==> config.mk <==
export PLATFORM = sky130hd
export DESIGN_NAME = snail_scan_ctrl
export DESIGN_NICKNAME = d
export VERILOG_FILES = /design/src/rtl/snail_scan_ctrl_pkg.sv /design/src/rtl/snail_scan_ctrl_det_core.sv /design/src/rtl/snail_scan_ctrl.sv
export SDC_FILE = /design/constraint.sdc
export NUM_CORES = 1
export LEC_CHECK = 0
export ABC_AREA = 1
export ABC_CLOCK_PERIOD_IN_PS = 2200
export CAP_MARGIN = 40
export CELL_PAD_IN_SITES_DETAIL_PLACEMENT = 0
export CELL_PAD_IN_SITES_GLOBAL_PLACEMENT = 1
export CORE_ASPECT_RATIO = 1.25
export CORE_MARGIN = 2
export CORE_UTILIZATION = 40
export DETAILED_ROUTE_END_ITERATION = 8
export DONT_BUFFER_PORTS = 1
export MAX_ROUTING_LAYER = met4
export PLACE_DENSITY = 0.66
export REMOVE_ABC_BUFFERS = 1
export SYNTH_ARGS = -nofsm -noshare
export SYNTH_HDL_FRONTEND = slang
export SYNTH_SLANG_ARGS = --single-unit
==> constraint.sdc <==
create_clock -name clk -period 2.2 [get_ports clk]
set_input_delay 0.33 -clock clk [delete_from_list [all_inputs] [get_ports clk]]
set_output_delay 0.33 -clock clk [all_outputs]
set_load 0.005 [all_outputs]
==> src/rtl/snail_scan_ctrl_pkg.sv <==
// Shared types for the snail scan controller.
// State encoding is fixed binary: IDLE=0, SHIFT=1, DONE=2.
package snail_scan_ctrl_pkg;

  localparam int ST_W = 2;

  typedef enum logic [ST_W-1:0] {
    S_IDLE  = 2'd0,
    S_SHIFT = 2'd1,
    S_DONE  = 2'd2
  } state_t;

endpackage

==> src/rtl/snail_scan_ctrl_det_core.sv <==
// Serial pattern detector core: history, fill count,
// window compare and registered match flag.
module snail_det_core
  import snail_scan_ctrl_pkg::*;
#(
  parameter int P = 4
) (
  input  logic         clk,
  input  logic         _rst,
  input  logic         clr,
  input  logic         en,
  input  logic         bit_in,
  input  logic [P-1:0] pat,
  output logic         m,
  output logic         det_q
);

  localparam int FW = $clog2(P + 1);
  localparam logic [FW-1:0] FMAX = FW'(P);
  localparam logic [FW-1:0] FTH  = FW'(P - 1);

  logic [P-2:0]  hist;
  logic [FW-1:0] fill;
  logic [P-1:0]  win;

  assign win = {hist, bit_in};
  assign m   = (win == pat) && (fill >= FTH);

  // History survives a match so overlapping hits count.
  always_ff @(posedge clk or negedge _rst) begin
    if (!_rst) begin
      hist  <= '0;
      fill  <= '0;
      det_q <= 1'b0;
    end else if (clr) begin
      hist  <= '0;
      fill  <= '0;
      det_q <= 1'b0;
    end else begin
      det_q <= en & m;
      if (en) begin
        hist <= win[P-2:0];
        if (fill != FMAX)
          fill <= fill + FW'(1);
      end
    end
  end

endmodule

==> src/rtl/snail_scan_ctrl.sv <==
// Scan controller: latches a word and pattern, shifts the
// word MSB-first through the detector and tallies matches.
module snail_scan_ctrl
  import snail_scan_ctrl_pkg::*;
#(
  parameter int W     = 16,
  parameter int P     = 4,
  parameter int CNT_W = 5
) (
  input  logic             clk,
  input  logic             _rst,
  input  logic             start,
  input  logic             abort,
  input  logic [W-1:0]     word,
  input  logic [P-1:0]     pattern,
  output logic             busy,
  output logic             done,
  output logic [CNT_W-1:0] match_cnt,
  output logic [CNT_W-1:0] first_pos,
  output logic             found,
  output logic             ser_bit,
  output logic             det_q
);

  state_t st, st_d;

  logic [W-1:0]     word_reg;
  logic [W-1:0]     sh;
  logic [P-1:0]     pat_reg;
  logic [CNT_W-1:0] k;
  logic acc, step, last, en, m;

  assign busy = (st == S_SHIFT);
  assign done = (st == S_DONE);
  assign acc  = start && (st == S_IDLE || st == S_DONE);
  assign step = busy && !abort;
  assign last = (k == CNT_W'(W - 1));

  // The final bit still counts, but det_q must fall
  // on the edge that leaves SHIFT.
  assign en = step && !last;

  assign sh      = word_reg << k;
  assign ser_bit = busy & sh[W-1];

  snail_det_core #(.P(P)) u_det (
    .clk    (clk),
    ._rst   (_rst),
    .clr    (acc),
    .en     (en),
    .bit_in (ser_bit),
    .pat    (pat_reg),
    .m      (m),
    .det_q  (det_q)
  );

  always_ff @(posedge clk or negedge _rst) begin
    if (!_rst) st <= S_IDLE;
    else       st <= st_d;
  end

  always_comb begin
    st_d = st;
    unique case (st)
      S_IDLE: begin
        if (start) st_d = S_SHIFT;
      end
      S_SHIFT: begin
        if (abort)     st_d = S_IDLE;
        else if (last) st_d = S_DONE;
      end
      S_DONE: begin
        st_d = start ? S_SHIFT : S_IDLE;
      end
      default: st_d = S_IDLE;
    endcase
  end

  always_ff @(posedge clk or negedge _rst) begin
    if (!_rst) begin
      word_reg  <= '0;
      pat_reg   <= '0;
      k         <= '0;
      match_cnt <= '0;
      first_pos <= '0;
      found     <= 1'b0;
    end else if (acc) begin
      word_reg  <= word;
      pat_reg   <= pattern;
      k         <= '0;
      match_cnt <= '0;
      first_pos <= '0;
      found     <= 1'b0;
    end else if (step) begin
      if (m) begin
        match_cnt <= match_cnt + CNT_W'(1);
        if (!found) begin
          first_pos <= k;
          found     <= 1'b1;
        end
      end
      if (!last)
        k <= k + CNT_W'(1);
    end
  end

endmodule
==> impl_metrics.tcl, run 1 <==
set metrics [dict create \
    worst_r2r_path_depth 9 \
    worst_clock_skew_ns 0.0101 \
    powerDensity_nw_per_um2 941 \
    post_synth_main_area_contributors "sky130_fd_sc_hd__dfrtp_1 (51%), sky130_fd_sc_hd__nand2_1 (11%), sky130_fd_sc_hd__nand3_1 (6.3%), sky130_fd_sc_hd__o21ai_0 (6.3%), sky130_fd_sc_hd__inv_1 (5.2%)" \
    dpl-instance-area_um2 2260 \
    drt_iter0_drc 63 \
    routed_wl_um 4300 \
    insertion_delay_ns 0.29 \
    numPlacedInstances 315 \
    sequentialPowerShare_pct 48.1 \
    drive_gt1_share_pct 13.0 \
    cts.reportedPaths.clkPinSlew_ns 0.08 \
    postLayoutSetupSlackWorst_ns 0.259 \
    tritoncts_clock_tree "done" \
    fin_nets 290 \
    report.final.slew_viol_count 0 \
    first_global_vias 1471 \
    cell_type_contributing_the_most_total_cell_area_after_synthesis "sky130_fd_sc_hd__dfrtp_1" \
    timing.max_slew.rel_slack_pct 78.6 \
    hold_class "input port to register" \
    reg_to_reg_slack_setup_ns 0.26 \
    first_pass_iters 4 \
    post_synthesis_instance_total 258 \
    ctsLongestPathBuffers 2 \
    timing.fmax_mhz 515 \
    crit_fanout 13 \
    routed_via_density 4.94 \
    cts.sink_count 45 \
    worstSetupPathType "register to register" \
    cp.required_ns 2.41 \
    post_synth.cell_area_avg_um2 8.60 \
    fill_cells 563 \
    yosys.cell_count.top_type "sky130_fd_sc_hd__nand2_1" \
    gr-usage-met2_pct 25.3 \
    min_period_over_period_pct 88.2 \
    asyncSetResetFlopFracSynth_pct 100 \
    worstSetupEndpointType "register" \
    yosysTopAreaCellShare_pct 50.8 \
    wire_length_of_the_first_global_routing_pass_um 7270 \
    crit_start "k[0]$_DFFE_PN0P_" \
    register_area_um2 1130 \
    r2r_end "k[3]$_DFFE_PN0P_" \
    hold_start "pattern[2]" \
    final_core_util_pct 44.4 \
    route.antenna.remaining_nets 0 \
    place_hpwl_um 2990 \
    std_cell_rows 30 \
    final.min_clock_period_ns 1.94 \
    worst-endpoint-arrival_ns 2.15 \
    core_area_um2 5410 \
    grt_remaining_overflow 0 \
    synth_top_cells_by_count "sky130_fd_sc_hd__nand2_1 (67), sky130_fd_sc_hd__dfrtp_1 (45), sky130_fd_sc_hd__inv_1 (31)" \
    tritoncts.num_buffers 5 \
    grt_setup_unrepaired "no" \
    sw_frac_of_total_pct 34.6 \
    replace_congestion 0.786 \
    post-cts-setup-buffers 0 \
    worst_slack_at_placement_ns 0.201 \
    largest_net_degree_at_the_start_of_global_routing 46 \
    pin_count 39 \
    syn-cell-area_um2 2220 \
    cts_root_buf "sky130_fd_sc_hd__clkbuf_8" \
    setup.worst_path.start_class "register" \
    worst_r2r_startpoint "k[0]$_DFFE_PN0P_" \
    run_status "completed" \
    fin_setup_tns_ns 0 \
    worst_setup_endpoint "k[3]$_DFFE_PN0P_" \
    drc 0 \
    detail_route.wl_per_cell_um 13.2 \
    die_height_um 87.3 \
    ys_warn_count 0 \
    final-hold-violation-count 0 \
    power_frac_comb_pct 27.3 \
    growth_of_design_area_from_synthesis_to_finish_pct 8.12 \
    antenna_cells 0 \
    die_area_um2 6160 \
    flip_flop_count_of_the_largest_register_after_layout 16 \
    worstMarginPinSlew_ns 0.321 \
    design_area_um2 2400 \
    fp.dieW_um 70.6 \
    cell_internal_pwr_uw 1480 \
    setup_viol_count_final 0 \
    power.clock.fraction_pct 24.6 \
    yosys_register_bits 45 \
    placement.io_buffers 0 \
    dr_total_vias 1606 \
    busiest_layer "met2" \
    post_synth_num_cell_types 30 \
    multi_input_area_um2 900 \
    synth-seq-area-share_pct 50.8 \
    groute.layer.met3.usage_pct 3.70 \
    power_spent_charging_and_discharging_nets_uw 782 \
    synth_edf_count 0 \
    p_leak_uw 0.00123 \
    finalNonFillerCells 325 \
    starting_density_of_the_core_pct 41.0 \
    grt_antenna_before_repair 0 \
    cap_viol_max_count 0 \
    grt_util_all_layers_pct 15.8 \
    ys.flop_type "sky130_fd_sc_hd__dfrtp_1" \
    htree_levels 2 \
    use_met1_pct 19.7 \
    ir_drop_worst_vdd_uv 490 \
]
## worst max-delay path: stages (launching register included)
cell and delay [ns]:
sky130_fd_sc_hd__dfrtp_2 0.51, sky130_fd_sc_hd__ha_1 0.24, sky130_fd_sc_hd__nand2_1 0.08, sky130_fd_sc_hd__nor2_1 0.04, sky130_fd_sc_hd__ha_1 0.22, sky130_fd_sc_hd__nor2_4 0.18, sky130_fd_sc_hd__inv_2 0.13, sky130_fd_sc_hd__nor4_2 0.20
sky130_fd_sc_hd__o21ai_0 0.11, sky130_fd_sc_hd__a21oi_1 0.13
## metrics by stage
stage                     power, uW  hold WS [ns]
after global placement         1710        0.0353
after global routing           2450         0.129
after CTS                      2300         0.133
after floorplan                1550        0.0344
after detailed placement       1710        0.0353
final                          2260         0.144
## cell families after synthesis
group / count (synthesis) / share of synthesized area [%]
AND/OR/NAND/NOR: 122 / 26.0
buffers and inverters: 45 / 8.69
flip-flops: 45 / 50.8
AO/OA/AOI/OAI: 36 / 9.59
adder cells (fa/ha/maj): 6 / 3.38
XOR/XNOR: 4 / 1.58
## cell usage in the layout (no fill, tap or decap), drive strengths merged
| master | count |
|---|---|
| or2 | 1 |
| o32ai | 1 |
| buf | 3 |
| xor2 | 1 |
| xnor2 | 3 |
| o21ai | 29 |
| o22ai | 2 |
| inv | 36 |
| a21oi | 3 |
| nor3 | 1 |
| clkbuf | 7 |
| nor4 | 1 |
| o2111a | 1 |
| ha | 6 |
| nand2 | 73 |
| nand3 | 31 |
| dfrtp | 45 |
| clkinv | 1 |
| dlygate4sd3 | 1 |
| nor2 | 15 |
## routing by layer
metal	part of all wire, %	vias to the layer above
li1	-	818
met1	47	741
met2	47	43
met3	4.0	4
met4	1.6	0
met5	0	-
## cell type report
class / count / share of cell area (%)
clock inverters: 1 / 0.209
multi-input cells: 168 / 37.5
repair buffers: 4 / 2.19
inverters: 36 / 5.74
flip-flops and latches: 45 / 47.0
well taps: 64 / 3.34
clock buffers: 7 / 4.02
## how the worst min path moves through the flow
| stage | end | slack, ns | cells after the start |
|---|---|---|---|
| floorplan | first_pos[0]$_DFFE_PN0P_ | 0.03 | 0 |
| global placement | match_cnt[0]$_DFFE_PN0P_ | 0.04 | 0 |
| detailed placement | match_cnt[0]$_DFFE_PN0P_ | 0.04 | 0 |
| CTS | pat_reg[2]$_DFFE_PN0P_ | 0.13 | 2 |
| global route | word_reg[7]$_DFFE_PN0P_ | 0.13 | 2 |
| finish | pat_reg[2]$_DFFE_PN0P_ | 0.14 | 2 |
## power by group through the flow
stage	registers [uW]	clock network [uW]	logic, uW
floorplan	1070	0	483
global placement	1100	0	604
detailed placement	1100	0	604
CTS	1090	577	632
global route	1110	617	723
finish	1090	554	617
## repair_timing
item / CTS / global route
setup endpoints to repair: 0 / 2
hold endpoints to repair: 45 / 0
hold buffers: 2 / 0
gates resized for setup: 0 / 1
Note: power is estimated with default switching activity, not from simulation.
==> run 2, diff against run 1 <==
--- a/config.mk
+++ b/config.mk
@@ -20,4 +20,5 @@
 export REMOVE_ABC_BUFFERS = 1
 export SYNTH_ARGS = -nofsm -noshare
 export SYNTH_HDL_FRONTEND = slang
+export SYNTH_HIERARCHICAL = 1
 export SYNTH_SLANG_ARGS = --single-unit
==> impl_metrics.tcl, run 2 <==
set metrics [dict create \
    run_status "completed" \
    report.final.slew_viol_count 0 \
    worst-endpoint-arrival_ns 2.26 \
    die_area_um2 5950 \
    synth_top_cells_by_count "sky130_fd_sc_hd__nand2_1 (85), sky130_fd_sc_hd__dfrtp_1 (45), sky130_fd_sc_hd__inv_1 (31)" \
    cts.reportedPaths.clkPinSlew_ns 0.08 \
    drive_gt1_share_pct 16.3 \
    powerDensity_nw_per_um2 846 \
    post_synthesis_instance_total 264 \
    worstSetupPathType "register to register" \
    hold_class "input port to register" \
    synth-seq-area-share_pct 52.7 \
    flip_flop_count_of_the_largest_register_after_layout 16 \
    setup_viol_count_final 0 \
    core_area_um2 5120 \
    timing.fmax_mhz 491 \
    post_synth.cell_area_avg_um2 8.10 \
    grt_setup_unrepaired "yes" \
    reg_to_reg_slack_setup_ns 0.16 \
    worst_clock_skew_ns 0.00567 \
    worst_r2r_startpoint "k[0]$_DFFE_PN0P_" \
    fin_setup_tns_ns 0 \
    final-hold-violation-count 0 \
    cts.sink_count 45 \
    wire_length_of_the_first_global_routing_pass_um 7780 \
    largest_net_degree_at_the_start_of_global_routing 46 \
    std_cell_rows 29 \
    yosys_register_bits 45 \
    detail_route.wl_per_cell_um 12.6 \
    die_height_um 85.7 \
    growth_of_design_area_from_synthesis_to_finish_pct 16.3 \
    fin_nets 311 \
    cap_viol_max_count 0 \
    ys.flop_type "sky130_fd_sc_hd__dfrtp_1" \
    setup.worst_path.start_class "register" \
    finalNonFillerCells 344 \
    post_synth_main_area_contributors "sky130_fd_sc_hd__dfrtp_1 (53%), sky130_fd_sc_hd__nand2_1 (15%), sky130_fd_sc_hd__inv_1 (5.4%), sky130_fd_sc_hd__o21ai_0 (5.1%), sky130_fd_sc_hd__nand3_1 (4.4%)" \
    crit_start "k[0]$_DFFE_PN0P_" \
    yosys.cell_count.top_type "sky130_fd_sc_hd__nand2_1" \
    dr_total_vias 1659 \
    ctsLongestPathBuffers 2 \
    antenna_cells 0 \
    min_period_over_period_pct 92.5 \
    cell_type_contributing_the_most_total_cell_area_after_synthesis "sky130_fd_sc_hd__dfrtp_1" \
    ys_warn_count 6 \
    drt_iter0_drc 59 \
    placement.io_buffers 0 \
    tritoncts_clock_tree "done" \
    worstMarginPinSlew_ns 0.287 \
    ir_drop_worst_vdd_uv 363 \
    timing.max_slew.rel_slack_pct 80.8 \
    htree_levels 2 \
    post_synth_num_cell_types 19 \
    layout_commonest_cell "sky130_fd_sc_hd__nand2_1" \
    design_area_um2 2490 \
    multi_input_area_um2 926 \
    p_leak_uw 0.00124 \
    synth_edf_count 0 \
    first_global_vias 1644 \
    replace_congestion 0.784 \
    dpl-instance-area_um2 2260 \
    cp.required_ns 2.43 \
    syn-cell-area_um2 2140 \
    numPlacedInstances 330 \
    fin_worst_hold_slack_ns 0.145 \
    drc 0 \
    grt_antenna_before_repair 0 \
    pin_count 39 \
    route.antenna.remaining_nets 0 \
    first_pass_iters 4 \
    fill_cells 534 \
    routed_via_density 4.82 \
    final.min_clock_period_ns 2.04 \
    fp.dieW_um 69.4 \
    worst_r2r_path_depth 18 \
    register_area_um2 1130 \
    starting_density_of_the_core_pct 41.8 \
    worst_setup_endpoint "first_pos[1]$_DFFE_PN0P_" \
    place_hpwl_um 3030 \
    crit_fanout 7 \
    insertion_delay_ns 0.29 \
    cts_root_buf "sky130_fd_sc_hd__clkbuf_8" \
    grt_util_all_layers_pct 16.7 \
    asyncSetResetFlopFracSynth_pct 100 \
    grt_remaining_overflow 0 \
    yosysTopAreaCellShare_pct 52.7 \
    tritoncts.num_buffers 5 \
    r2r_end "first_pos[1]$_DFFE_PN0P_" \
    routed_wl_um 4350 \
    mostFrequentLayoutCells "sky130_fd_sc_hd__nand2_1 (85), sky130_fd_sc_hd__dfrtp_1 (44), sky130_fd_sc_hd__inv_1 (30), sky130_fd_sc_hd__o21ai_0 (19), sky130_fd_sc_hd__nor2_1 (16)" \
    worstSetupEndpointType "register" \
]
==> run 2: cell types whose count changed after synthesis, moves of 4 or more <==
cell                      previous run  this run
sky130_fd_sc_hd__nor2_1             12        20
sky130_fd_sc_hd__nand3_1            28        19
sky130_fd_sc_hd__a21oi_1             3         7
sky130_fd_sc_hd__o21ai_1             0         4
sky130_fd_sc_hd__buf_2               2         6
sky130_fd_sc_hd__nand2_1            67        85
sky130_fd_sc_hd__o21ai_0            28        22
==> run 2: metal layers <==
layer / GRT usage [%] / vias to the layer above / part of all wire [%]
met5: - / - / 0
met4: 4.81 / 0 / 1.2
met3: 4.70 / 6 / 5.1
met2: 26.1 / 31 / 46
met1: 21.3 / 765 / 47
li1: - / 857 / -
==> run 2: layout make-up <==
class | instances | area share [%]
Clock buffer | 8 | 3.22
Timing Repair Buffer | 16 | 5.94
Tap cell | 62 | 3.12
Inverter | 34 | 5.13
Multi-Input combinational cell | 179 | 37.2
Sequential cell | 45 | 45.3
==> run 2: metrics by stage <==
stage	utilization (%)	power (uW)	setup slack (ns)
finish	48.6	2100	0.164
global route	48.6	2290	-0.0995
CTS	47.0	2080	0.0135
detailed placement	44.3	1540	-0.0427
global placement	44.3	1530	0.0256
floorplan	-	1380	0.0477
==> run 2: what timing repair did <==
item,in CTS,in global routing
hold endpoints to repair,45,0
gates resized for setup,2,21
setup buffers,1,1
gates cloned,1,1
pin swaps,2,5
hold buffers,2,0
endpoints found under the setup margin,6,11
==> run 2: worst min path at each step <==
stage               startpoint                       end  cells past startpoint
floorplan                 _rst  first_pos[0]$_DFFE_PN0P_                      0
global placement          _rst  word_reg[14]$_DFFE_PN0P_                      0
detailed placement        _rst   word_reg[8]$_DFFE_PN0P_                      0
CTS                    word[3]   word_reg[3]$_DFFE_PN0P_                      2
global route           word[3]   word_reg[3]$_DFFE_PN0P_                      2
finish              pattern[1]    pat_reg[1]$_DFFE_PN0P_                      2
==> run 2: cells by family (layout without fill, tap and decap cells) <==
| kind of cell | Yosys count | after routing | synth area share (%) |
|---|---|---|---|
| buffers and inverters | 41 | 58 | 7.55 |
| XOR/XNOR | 5 | 5 | 2.05 |
| AND/OR/NAND/NOR | 131 | 132 | 25.6 |
| adder cells (fa/ha/maj) | 6 | 6 | 3.51 |
| AO/OA/AOI/OAI | 36 | 36 | 8.60 |
| flip-flops | 45 | 45 | 52.7 |
==> run 2: worst max-delay path, cell delays in order, from the launching register on <==
cell and delay, ns:
sky130_fd_sc_hd__dfrtp_2 0.45, sky130_fd_sc_hd__buf_6 0.14, sky130_fd_sc_hd__nor2_4 0.09, sky130_fd_sc_hd__nor2_2 0.03, sky130_fd_sc_hd__nand2_1 0.08, sky130_fd_sc_hd__nand3_2 0.08, sky130_fd_sc_hd__nand3_2 0.09, sky130_fd_sc_hd__a21oi_4 0.07
sky130_fd_sc_hd__inv_1 0.08, sky130_fd_sc_hd__nand2_1 0.05, sky130_fd_sc_hd__nand2_1 0.05, sky130_fd_sc_hd__nand2_1 0.05, sky130_fd_sc_hd__nor2_2 0.07, sky130_fd_sc_hd__nand2_1 0.07, sky130_fd_sc_hd__inv_2 0.09, sky130_fd_sc_hd__nand2_4 0.09
sky130_fd_sc_hd__nor2_2 0.22, sky130_fd_sc_hd__nand3_1 0.10, sky130_fd_sc_hd__nand2_1 0.07
==> run 2: report_power, final <==
group          total, uW  switching, uW  internal (uW)  leakage (uW)
registers           1030           84.3            950      0.000587
clock network        484            258            226     0.0000395
logic                585            344            241      0.000618
==> run 3, diff against run 2 <==
--- a/config.mk
+++ b/config.mk
@@ -13,11 +13,13 @@
 export CORE_ASPECT_RATIO = 1.25
 export CORE_MARGIN = 2
 export CORE_UTILIZATION = 40
+export CTS_CLUSTER_SIZE = 12
 export DETAILED_ROUTE_END_ITERATION = 8
 export DONT_BUFFER_PORTS = 1
 export MAX_ROUTING_LAYER = met4
 export PLACE_DENSITY = 0.66
 export REMOVE_ABC_BUFFERS = 1
+export SKIP_CTS_REPAIR_TIMING = 1
 export SYNTH_ARGS = -nofsm -noshare
 export SYNTH_HDL_FRONTEND = slang
 export SYNTH_HIERARCHICAL = 1
==> impl_metrics.tcl, run 3 (synthesis results as in run 2) <==
set metrics [dict create \
    run_status "completed" \
    tritoncts_clock_tree "done" \
    cp_num_cells 16 \
    worst_path_largest_cell_delay_ns 0.44 \
    starting_density_of_the_core_pct 41.8 \
    worst-endpoint-arrival_ns 2.25 \
    detail_route.wl_per_cell_um 12.6 \
    worstMarginPinSlew_ns 0.286 \
    grt_antenna_before_repair 0 \
    critical-path-slowest-cell "sky130_fd_sc_hd__dfrtp_2" \
    worstSetupEndpointType "register" \
    report.final.slew_viol_count 0 \
    die_height_um 85.7 \
    setup.worst_path.start_class "register" \
    grt_setup_unrepaired "yes" \
    antenna_cells 0 \
    cap_viol_max_count 0 \
    ir_drop_worst_vdd_uv 366 \
    final-hold-violation-count 0 \
    place_hpwl_um 3030 \
    drt_iter0_drc 71 \
    wire_length_of_the_first_global_routing_pass_um 7660 \
    first_global_vias 1635 \
    reg_to_reg_slack_setup_ns 0.12 \
    replace_congestion 0.784 \
    routed_via_density 4.77 \
    flip_flop_count_of_the_largest_register_after_layout 16 \
    final.min_clock_period_ns 2.08 \
    cts.reportedPaths.clkPinSlew_ns 0.08 \
    fin_setup_tns_ns 0 \
    pin_count 39 \
    htree_levels 2 \
    worst_r2r_path_depth 16 \
    core_area_um2 5120 \
    ctsLongestPathBuffers 2 \
    drc 0 \
    route.antenna.remaining_nets 0 \
    worstSetupPathType "register to register" \
    die_area_um2 5950 \
    growth_of_design_area_from_synthesis_to_finish_pct 15.2 \
    crit_fanout 6 \
    crit_start "k[0]$_DFFE_PN0P_" \
    powerDensity_nw_per_um2 841 \
    fin_nets 311 \
    cp_cell_sequence "buf_6 > nand2_1 > nand3_1 > nand3_2 > nand3_2 > a21oi_4 > nand2_1 > nand2_1 > nand2_1 > nor2_2 > nand2_1 > inv_2 > nand2_4 > nor2_4 > buf_6 > a21oi_1" \
    grt_util_all_layers_pct 16.4 \
    fp.dieW_um 69.4 \
    first_pass_iters 4 \
    std_cell_rows 29 \
    r2r_end "first_pos[2]$_DFFE_PN0P_" \
    routed_wl_um 4330 \
    tritoncts.num_buffers 5 \
    postLayoutSetupSlackWorst_ns 0.120 \
    hold_class "input port to register" \
    timing.fmax_mhz 481 \
    drive_gt1_share_pct 14.2 \
    timing.max_slew.rel_slack_pct 80.9 \
    setup_viol_count_final 0 \
    mostFrequentLayoutCells "sky130_fd_sc_hd__nand2_1 (85), sky130_fd_sc_hd__dfrtp_1 (44), sky130_fd_sc_hd__inv_1 (30), sky130_fd_sc_hd__o21ai_0 (20), sky130_fd_sc_hd__nor2_1 (19)" \
    worst_slack_at_placement_ns -0.0427 \
    cp.required_ns 2.37 \
    placement.io_buffers 0 \
    cp_num_buf_inv 3 \
    path_common_cell "sky130_fd_sc_hd__nand2_1" \
    fill_cells 539 \
    cts.sink_count 45 \
    cts_root_buf "sky130_fd_sc_hd__clkbuf_8" \
    worst_clock_skew_ns 0.00648 \
    p_leak_uw 0.00124 \
    grt_remaining_overflow 0 \
    insertion_delay_ns 0.29 \
    worst_setup_endpoint "first_pos[2]$_DFFE_PN0P_" \
    cpLargestDelayFamily "simple AND/OR/NAND/NOR gates" \
    worst_r2r_startpoint "k[0]$_DFFE_PN0P_" \
    layout_commonest_cell "sky130_fd_sc_hd__nand2_1" \
    largest_net_degree_at_the_start_of_global_routing 46 \
    dr_total_vias 1642 \
    min_period_over_period_pct 94.6 \
]
==> run 3: stage by stage <==
stage	util, %	area (um2)	hold WS (ns)	total power [uW]	std cells
floorplan	-	2100	0.0344	1380	257
global placement	44.3	2260	0.0356	1530	330
detailed placement	44.3	2260	0.0363	1540	330
CTS	45.8	2340	-0.285	2040	338
global route	48.1	2460	0.134	2250	344
finish	48.1	2460	0.145	2070	344
==> run 3: worst min path at each step <==
| stage | startpoint | end | slack, ns | cells past startpoint |
|---|---|---|---|---|
| floorplan | _rst | first_pos[0]$_DFFE_PN0P_ | 0.03 | 0 |
| global placement | _rst | word_reg[14]$_DFFE_PN0P_ | 0.04 | 0 |
| detailed placement | _rst | word_reg[8]$_DFFE_PN0P_ | 0.04 | 0 |
| CTS | _rst | word_reg[2]$_DFFE_PN0P_ | -0.29 | 0 |
| global route | word[3] | word_reg[3]$_DFFE_PN0P_ | 0.13 | 2 |
| finish | pattern[1] | pat_reg[1]$_DFFE_PN0P_ | 0.14 | 2 |
==> run 3: area by class of cell <==
class	count	area, um2	area share [%]
Multi-Input combinational cell	178	895	36.3
Tap cell	62	77.6	3.15
Clock buffer	8	80.1	3.25
Sequential cell	45	1130	45.8
Timing Repair Buffer	17	155	6.30
Inverter	34	128	5.18
==> run 3: power breakdown <==
group | internal, uW | switching, uW
Combinational | 223 | 332
Clock | 226 | 262
Sequential | 950 | 79.4
Total | 1400 | 673
==> run 3: metal layers <==
metal | part of all wire (%) | global-route usage [%] | up-vias | routed length, um
met1 | 47 | 20.6 | 749 | 2050
met2 | 46 | 26.0 | 34 | 2000
met4 | 1.2 | 4.81 | 0 | 51
li1 | - | - | 853 | -
met3 | 5.3 | 4.70 | 6 | 231
met5 | 0 | - | - | 0
==> run 3: worst register-to-register path, delay by kind of cell (launching register included) <==
family	cells	cell delay (ns)
buf+inv	3	0.36
compound gates	2	0.25
flops	1	0.44
simple gates	11	0.89
